`src/rtl/fpro_avalon_master_core.sv`:
```
// FPro MMIO slot that issues single Avalon-MM read/write transactions on behalf of software.
// Handles waitrequest stalls and pipelined readdatavalid, with a cycle-bounded timeout.
module fpro_avalon_master_core #(
    parameter int TIMEOUT_CYCLES = 1023
) (
    input  logic        clk,
    input  logic        reset,
    input  logic        cs,
    input  logic        read,
    input  logic        write,
    input  logic [4:0]  addr,
    input  logic [31:0] wr_data,
    output logic [31:0] rd_data,
    output logic [31:0] avm_address,
    output logic        avm_read,
    output logic        avm_write,
    output logic [31:0] avm_writedata,
    output logic [3:0]  avm_byteenable,
    input  logic [31:0] avm_readdata,
    input  logic        avm_waitrequest,
    input  logic        avm_readdatavalid
);

    typedef enum logic [1:0] {
        ST_IDLE  = 2'd0,
        ST_REQ   = 2'd1,
        ST_RWAIT = 2'd2
    } state_t;

    localparam logic [9:0] TC_LAST = 10'(TIMEOUT_CYCLES - 1);

    state_t      state_q, state_d;
    logic [9:0]  cnt_q, cnt_d;
    logic [31:0] addr_reg_q, addr_reg_d;
    logic [31:0] wdata_q, wdata_d;
    logic [3:0]  be_q, be_d;
    logic        dir_q, dir_d;
    logic        done_q, done_d;
    logic        tout_q, tout_d;
    logic [31:0] rdata_q, rdata_d;
    logic [31:0] avm_address_q, avm_address_d;
    logic [31:0] avm_writedata_q, avm_writedata_d;
    logic [3:0]  avm_byteenable_q, avm_byteenable_d;
    logic        xfer_dir_q, xfer_dir_d;

    logic        busy;
    logic        wr_en;
    logic        go;
    logic        unused_inputs;

    assign busy  = (state_q != ST_IDLE);
    assign wr_en = cs && write;
    assign go    = wr_en && !busy && (addr == 5'd2) && wr_data[0];

    assign unused_inputs = ^{read, wr_data[3:2]};

    always_comb begin
        state_d          = state_q;
        cnt_d            = cnt_q;
        addr_reg_d       = addr_reg_q;
        wdata_d          = wdata_q;
        be_d             = be_q;
        dir_d            = dir_q;
        done_d           = done_q;
        tout_d           = tout_q;
        rdata_d          = rdata_q;
        avm_address_d    = avm_address_q;
        avm_writedata_d  = avm_writedata_q;
        avm_byteenable_d = avm_byteenable_q;
        xfer_dir_d       = xfer_dir_q;

        if (wr_en && !busy) begin
            case (addr)
                5'd0: addr_reg_d = wr_data;
                5'd1: wdata_d    = wr_data;
                5'd2: begin
                    be_d  = wr_data[7:4];
                    dir_d = wr_data[1];
                end
                default: ;
            endcase
        end

        if (wr_en && (addr == 5'd3)) begin
            done_d = 1'b0;
            tout_d = 1'b0;
        end

        // FSM updates come after the STATUS clear so a coincident completion wins
        case (state_q)
            ST_IDLE: begin
                if (go) begin
                    avm_address_d    = {addr_reg_q[31:2], 2'b00};
                    avm_writedata_d  = wdata_q;
                    xfer_dir_d       = wr_data[1];
                    if (wr_data[1] && (wr_data[7:4] != 4'h0))
                        avm_byteenable_d = wr_data[7:4];
                    else
                        avm_byteenable_d = 4'hF;
                    done_d  = 1'b0;
                    tout_d  = 1'b0;
                    cnt_d   = 10'd0;
                    state_d = ST_REQ;
                end
            end
            ST_REQ: begin
                if (!avm_waitrequest) begin
                    cnt_d = cnt_q + 10'd1;
                    if (xfer_dir_q) begin
                        done_d  = 1'b1;
                        state_d = ST_IDLE;
                    end else begin
                        state_d = ST_RWAIT;
                    end
                end else if (cnt_q == TC_LAST) begin
                    tout_d  = 1'b1;
                    done_d  = 1'b0;
                    state_d = ST_IDLE;
                end else begin
                    cnt_d = cnt_q + 10'd1;
                end
            end
            ST_RWAIT: begin
                if (avm_readdatavalid) begin
                    rdata_d = avm_readdata;
                    done_d  = 1'b1;
                    state_d = ST_IDLE;
                end else if (cnt_q == TC_LAST) begin
                    tout_d  = 1'b1;
                    done_d  = 1'b0;
                    state_d = ST_IDLE;
                end else begin
                    cnt_d = cnt_q + 10'd1;
                end
            end
            default: state_d = ST_IDLE;
        endcase
    end

    always_ff @(posedge clk) begin
        if (reset) begin
            state_q          <= ST_IDLE;
            cnt_q            <= 10'd0;
            addr_reg_q       <= 32'd0;
            wdata_q          <= 32'd0;
            be_q             <= 4'd0;
            dir_q            <= 1'b0;
            done_q           <= 1'b0;
            tout_q           <= 1'b0;
            rdata_q          <= 32'd0;
            avm_address_q    <= 32'd0;
            avm_writedata_q  <= 32'd0;
            avm_byteenable_q <= 4'd0;
            xfer_dir_q       <= 1'b0;
        end else begin
            state_q          <= state_d;
            cnt_q            <= cnt_d;
            addr_reg_q       <= addr_reg_d;
            wdata_q          <= wdata_d;
            be_q             <= be_d;
            dir_q            <= dir_d;
            done_q           <= done_d;
            tout_q           <= tout_d;
            rdata_q          <= rdata_d;
            avm_address_q    <= avm_address_d;
            avm_writedata_q  <= avm_writedata_d;
            avm_byteenable_q <= avm_byteenable_d;
            xfer_dir_q       <= xfer_dir_d;
        end
    end

    assign avm_address    = avm_address_q;
    assign avm_writedata  = avm_writedata_q;
    assign avm_byteenable = avm_byteenable_q;
    assign avm_read       = (state_q == ST_REQ) && !xfer_dir_q;
    assign avm_write      = (state_q == ST_REQ) && xfer_dir_q;

    always_comb begin
        rd_data = 32'd0;
        case (addr)
            5'd0: rd_data = addr_reg_q;
            5'd1: rd_data = wdata_q;
            5'd2: rd_data = {24'd0, be_q, 2'b00, dir_q, 1'b0};
            5'd3: rd_data = {29'd0, tout_q, done_q, busy};
            5'd4: rd_data = rdata_q;
            default: rd_data = 32'd0;
        endcase
    end

endmodule
```
`config.mk`:
```
export PLATFORM = sky130hd
export DESIGN_NAME = fpro_avalon_master_core
export DESIGN_NICKNAME = d
export VERILOG_FILES = /design/src/rtl/fpro_avalon_master_core.sv
export SDC_FILE = /design/constraint.sdc
export NUM_CORES = 1
export LEC_CHECK = 0
export ABC_AREA = 1
export BUFFER_PORTS_ARGS = -buffer_cell sky130_fd_sc_hd__buf_4
export CORE_MARGIN = 4
export CORE_UTILIZATION = 55
export DETAILED_ROUTE_END_ITERATION = 8
export PLACE_DENSITY = 0.81
export SLEW_MARGIN = 30
export SYNTH_ARGS = -nofsm -noshare
export SYNTH_HDL_FRONTEND = slang
export SYNTH_SLANG_ARGS = --single-unit
```
`constraint.sdc`:
```
create_clock -name clk -period 3.47 [get_ports clk]
set_input_delay 0.5205 -clock clk [delete_from_list [all_inputs] [get_ports clk]]
set_output_delay 0.5205 -clock clk [all_outputs]
set_load 0.005 [all_outputs]
```
==> reports/metrics.yaml <==
outcome: "complete, no violations"
crit_slowest_cell: "inv_2"
core_area_um2: 13300
clkPwrFrac_pct: 45.5
drive_gt1_share_pct: 19.7
syn_inst: 1076
routedWlPerCell_um: 15.4
wirelength_um: 21700
syn_to_final_growth_pct: 25.6
most-common-layout-cells: "297 x nand2_1, 192 x nor2_1, 187 x buf_4"
rsz0062_at_grt: "false"
fp.dieH_um: 125
worstPathMaxFanout: 33
avgSynthCellArea_um2: 7.04
cp.required_ps: 2950
dp_hpwl_um: 14200
fin_crit_ps: 2480
maxSlewViolCount: 0
synth_top_cell_by_area: "dfxtp_1"
p_total_mw: 4.33
gp_congestion: 0.891
fin_nets: 1300
holdCritStartpoint: "avm_readdata[29]"
critPathKind: "in2out"
dp_cells: 1375
detail_route.vias_per_cell: 5.30
cts_tree: "done"
root_buffer: "clkbuf_16"
yosysUniqueCellTypes: 29
grt_pass1_wl_um: 34700
io_pins: 178
critical_path.max_stage_delay_ps: 530
drt_pass1_iterations: 7
maxSlewHeadroom_pct: 40.0
powerDensity_nw_per_um2: 455
combinationalPowerShare_pct: 5.9
tns_ps: 0
clkLatencyLatePin_ps: 430
ys_warn_count: 0
cts_buffers: 17
antenna_found_initial: 0
peakVddDrop_v: 0.000349
cp-start-kind: "input port"
reg2reg_to: "addr_reg_q[6]"
timing.fmax_mhz: 404
final_cell_count_no_fill: 1407
ctsResizeCount: 0
min_path_type: "in2reg"
clock-skew-final_ps: 9.20
end_kind: "primary output"
setup_violations: 0
dr.first_iter.drc_count: 632
path_buf_inv: 4
fp-row-count: 42
routed-via-count: 7460
cp_top_family: "buffers and inverters"
cp_cell_sequence: "buf_4 > nor2_2 > nand2_2 > inv_2 > nand3_1 > inv_2 > nand2_1 > nand4_1 > buf_4"
numClockSinks: 182
path_clk_slew_ps: 60
timing.rr.start: "state_q[0]"
tightest_slew_ps: 900
drc_errors: 0
dieWidth_um: 125
hold_path_depth: 3
reg2reg_slack_ps: 1130
cp.arrival_ps: 1950
yosysTopAreaCellShare_pct: 48.1
p_sw_uw: 996
mostFrequentLayoutCell: "nand2_1"
htreeDepth: 4
grt_usage_pct: 27.0
die_area_um2: 15700
ys_ff_latch: 182
cts_buffer_depth: 2
postLayoutCoreUtil_pct: 71.3
p_leak_nw: 3.89
yosys-top-cells-area: "dfxtp_1 48%, nand2_1 15%, nor2_1 9.5%"
period_share_pct: 71.3
antenna_left: 0
r2r_cells: 9
grt_pass1_vias: 6913
seqPwrFrac_pct: 48.6
internal-power_mw: 3.34
grt-ovfl-total: 0
n_antenna_cell: 0
post_cts_buffers: 0
synth_area_um2: 7580
yosysSeqAreaShare_pct: 48.1
hold_buffers: 0
grt_max_degree: 80
finalHoldViolCount: 0
port_buffers: 174
maxCapViolations: 0
power.share.switching_pct: 23.0
initial_core_util_pct: 56.8
holdPathEnd: "rdata_q[29]"
## power by group through the flow
stage                     Clock, mW  Sequential, mW  Combinational (mW)
after detailed placement          0            2.15               0.254
after global routing           2.07            2.11               0.286
after floorplan                   0            2.15               0.138
after CTS                      1.98            2.11               0.256
final                          1.97            2.11               0.256
after global placement            0            2.15               0.251
## routing by layer
layer | vias to the layer above | global-route usage (%) | share of wire [%] | routed length (um)
met5 | - | 0 | 0 | 0
met4 | 0 | 9.44 | 2.1 | 464
met1 | 3419 | 35.8 | 44 | 9590
li1 | 3731 | - | - | -
met2 | 278 | 44.0 | 47 | 10200
met3 | 32 | 5.50 | 6.8 | 1480
## kinds of logic (layout without fill, tap and decap cells)
group | after synthesis | after routing | share of synthesized area [%]
and+or+nand+nor | 568 | 568 | 30.5
AOI/OAI and AO/OA | 209 | 209 | 14.0
DFF | 182 | 182 | 48.1
buffers and inverters | 109 | 263 | 6.27
adders and majority gates | 6 | 6 | 0.991
other | 1 | 2 | 0.0495
xor gates and xnor gates | 1 | 1 | 0.116
## worst max-delay path by stage
stage,startpoint,to,depth (start not counted)
2_1_floorplan,addr[3],rd_data[0],6
3_3_place_gp,addr[3],wdata_q[0],10
3_5_place_dp,addr[3],wdata_q[0],10
4_1_cts,addr[3],rd_data[4],9
5_1_grt,addr[3],rd_data[4],9
6_report,addr[3],rd_data[4],9
## flip-flops by register name, indices dropped and copies added, names as in the netlist, 2 cells and up
signal          flops
addr_reg_q         32
avm_writedata      32
rdata_q            32
wdata_q            32
avm_address        30
cnt_q              10
avm_byteenable      4
be_q                4
state_q             2
## cell usage after synthesis, drive strengths merged
library cell,n
nand3,57
nand2,302
a21oi,94
nand4,10
nand3b,1
a31oi,5
xnor2,1
o22ai,1
inv,43
o21ai,108
conb,1
buf,26
ha,6
nor2,195
dfxtp,182
nor3,3
clkbuf,40
o21bai,1
## stage by stage
stage | hold WS, ps | area (um^2) | setup slack (ps)
final | 343 | 9520 | 995
after global placement | 445 | 8910 | 930
after floorplan | 425 | 7580 | 1550
after CTS | 338 | 9520 | 1000
after global routing | 344 | 9520 | 896
after detailed placement | 450 | 8910 | 849
## worst reg2reg max path: stages (launching register included)
cell	delay, ps
dfxtp_1	350
inv_1	100
ha_1	210
inv_1	140
nor2_8	230
nand2_2	80
buf_4	240
inv_2	570
o21ai_0	180
a21oi_1	160
## area by class of cell
class	instances	area, um^2
Fill cell	1153	3830
Clock inverter	14	175
Sequential cell	182	3640
Tap cell	176	220
Inverter	43	161
Multi-Input combinational cell	786	3460
Timing Repair Buffer	188	1420
Clock buffer	18	429
Power figures use the tool's default switching activity.
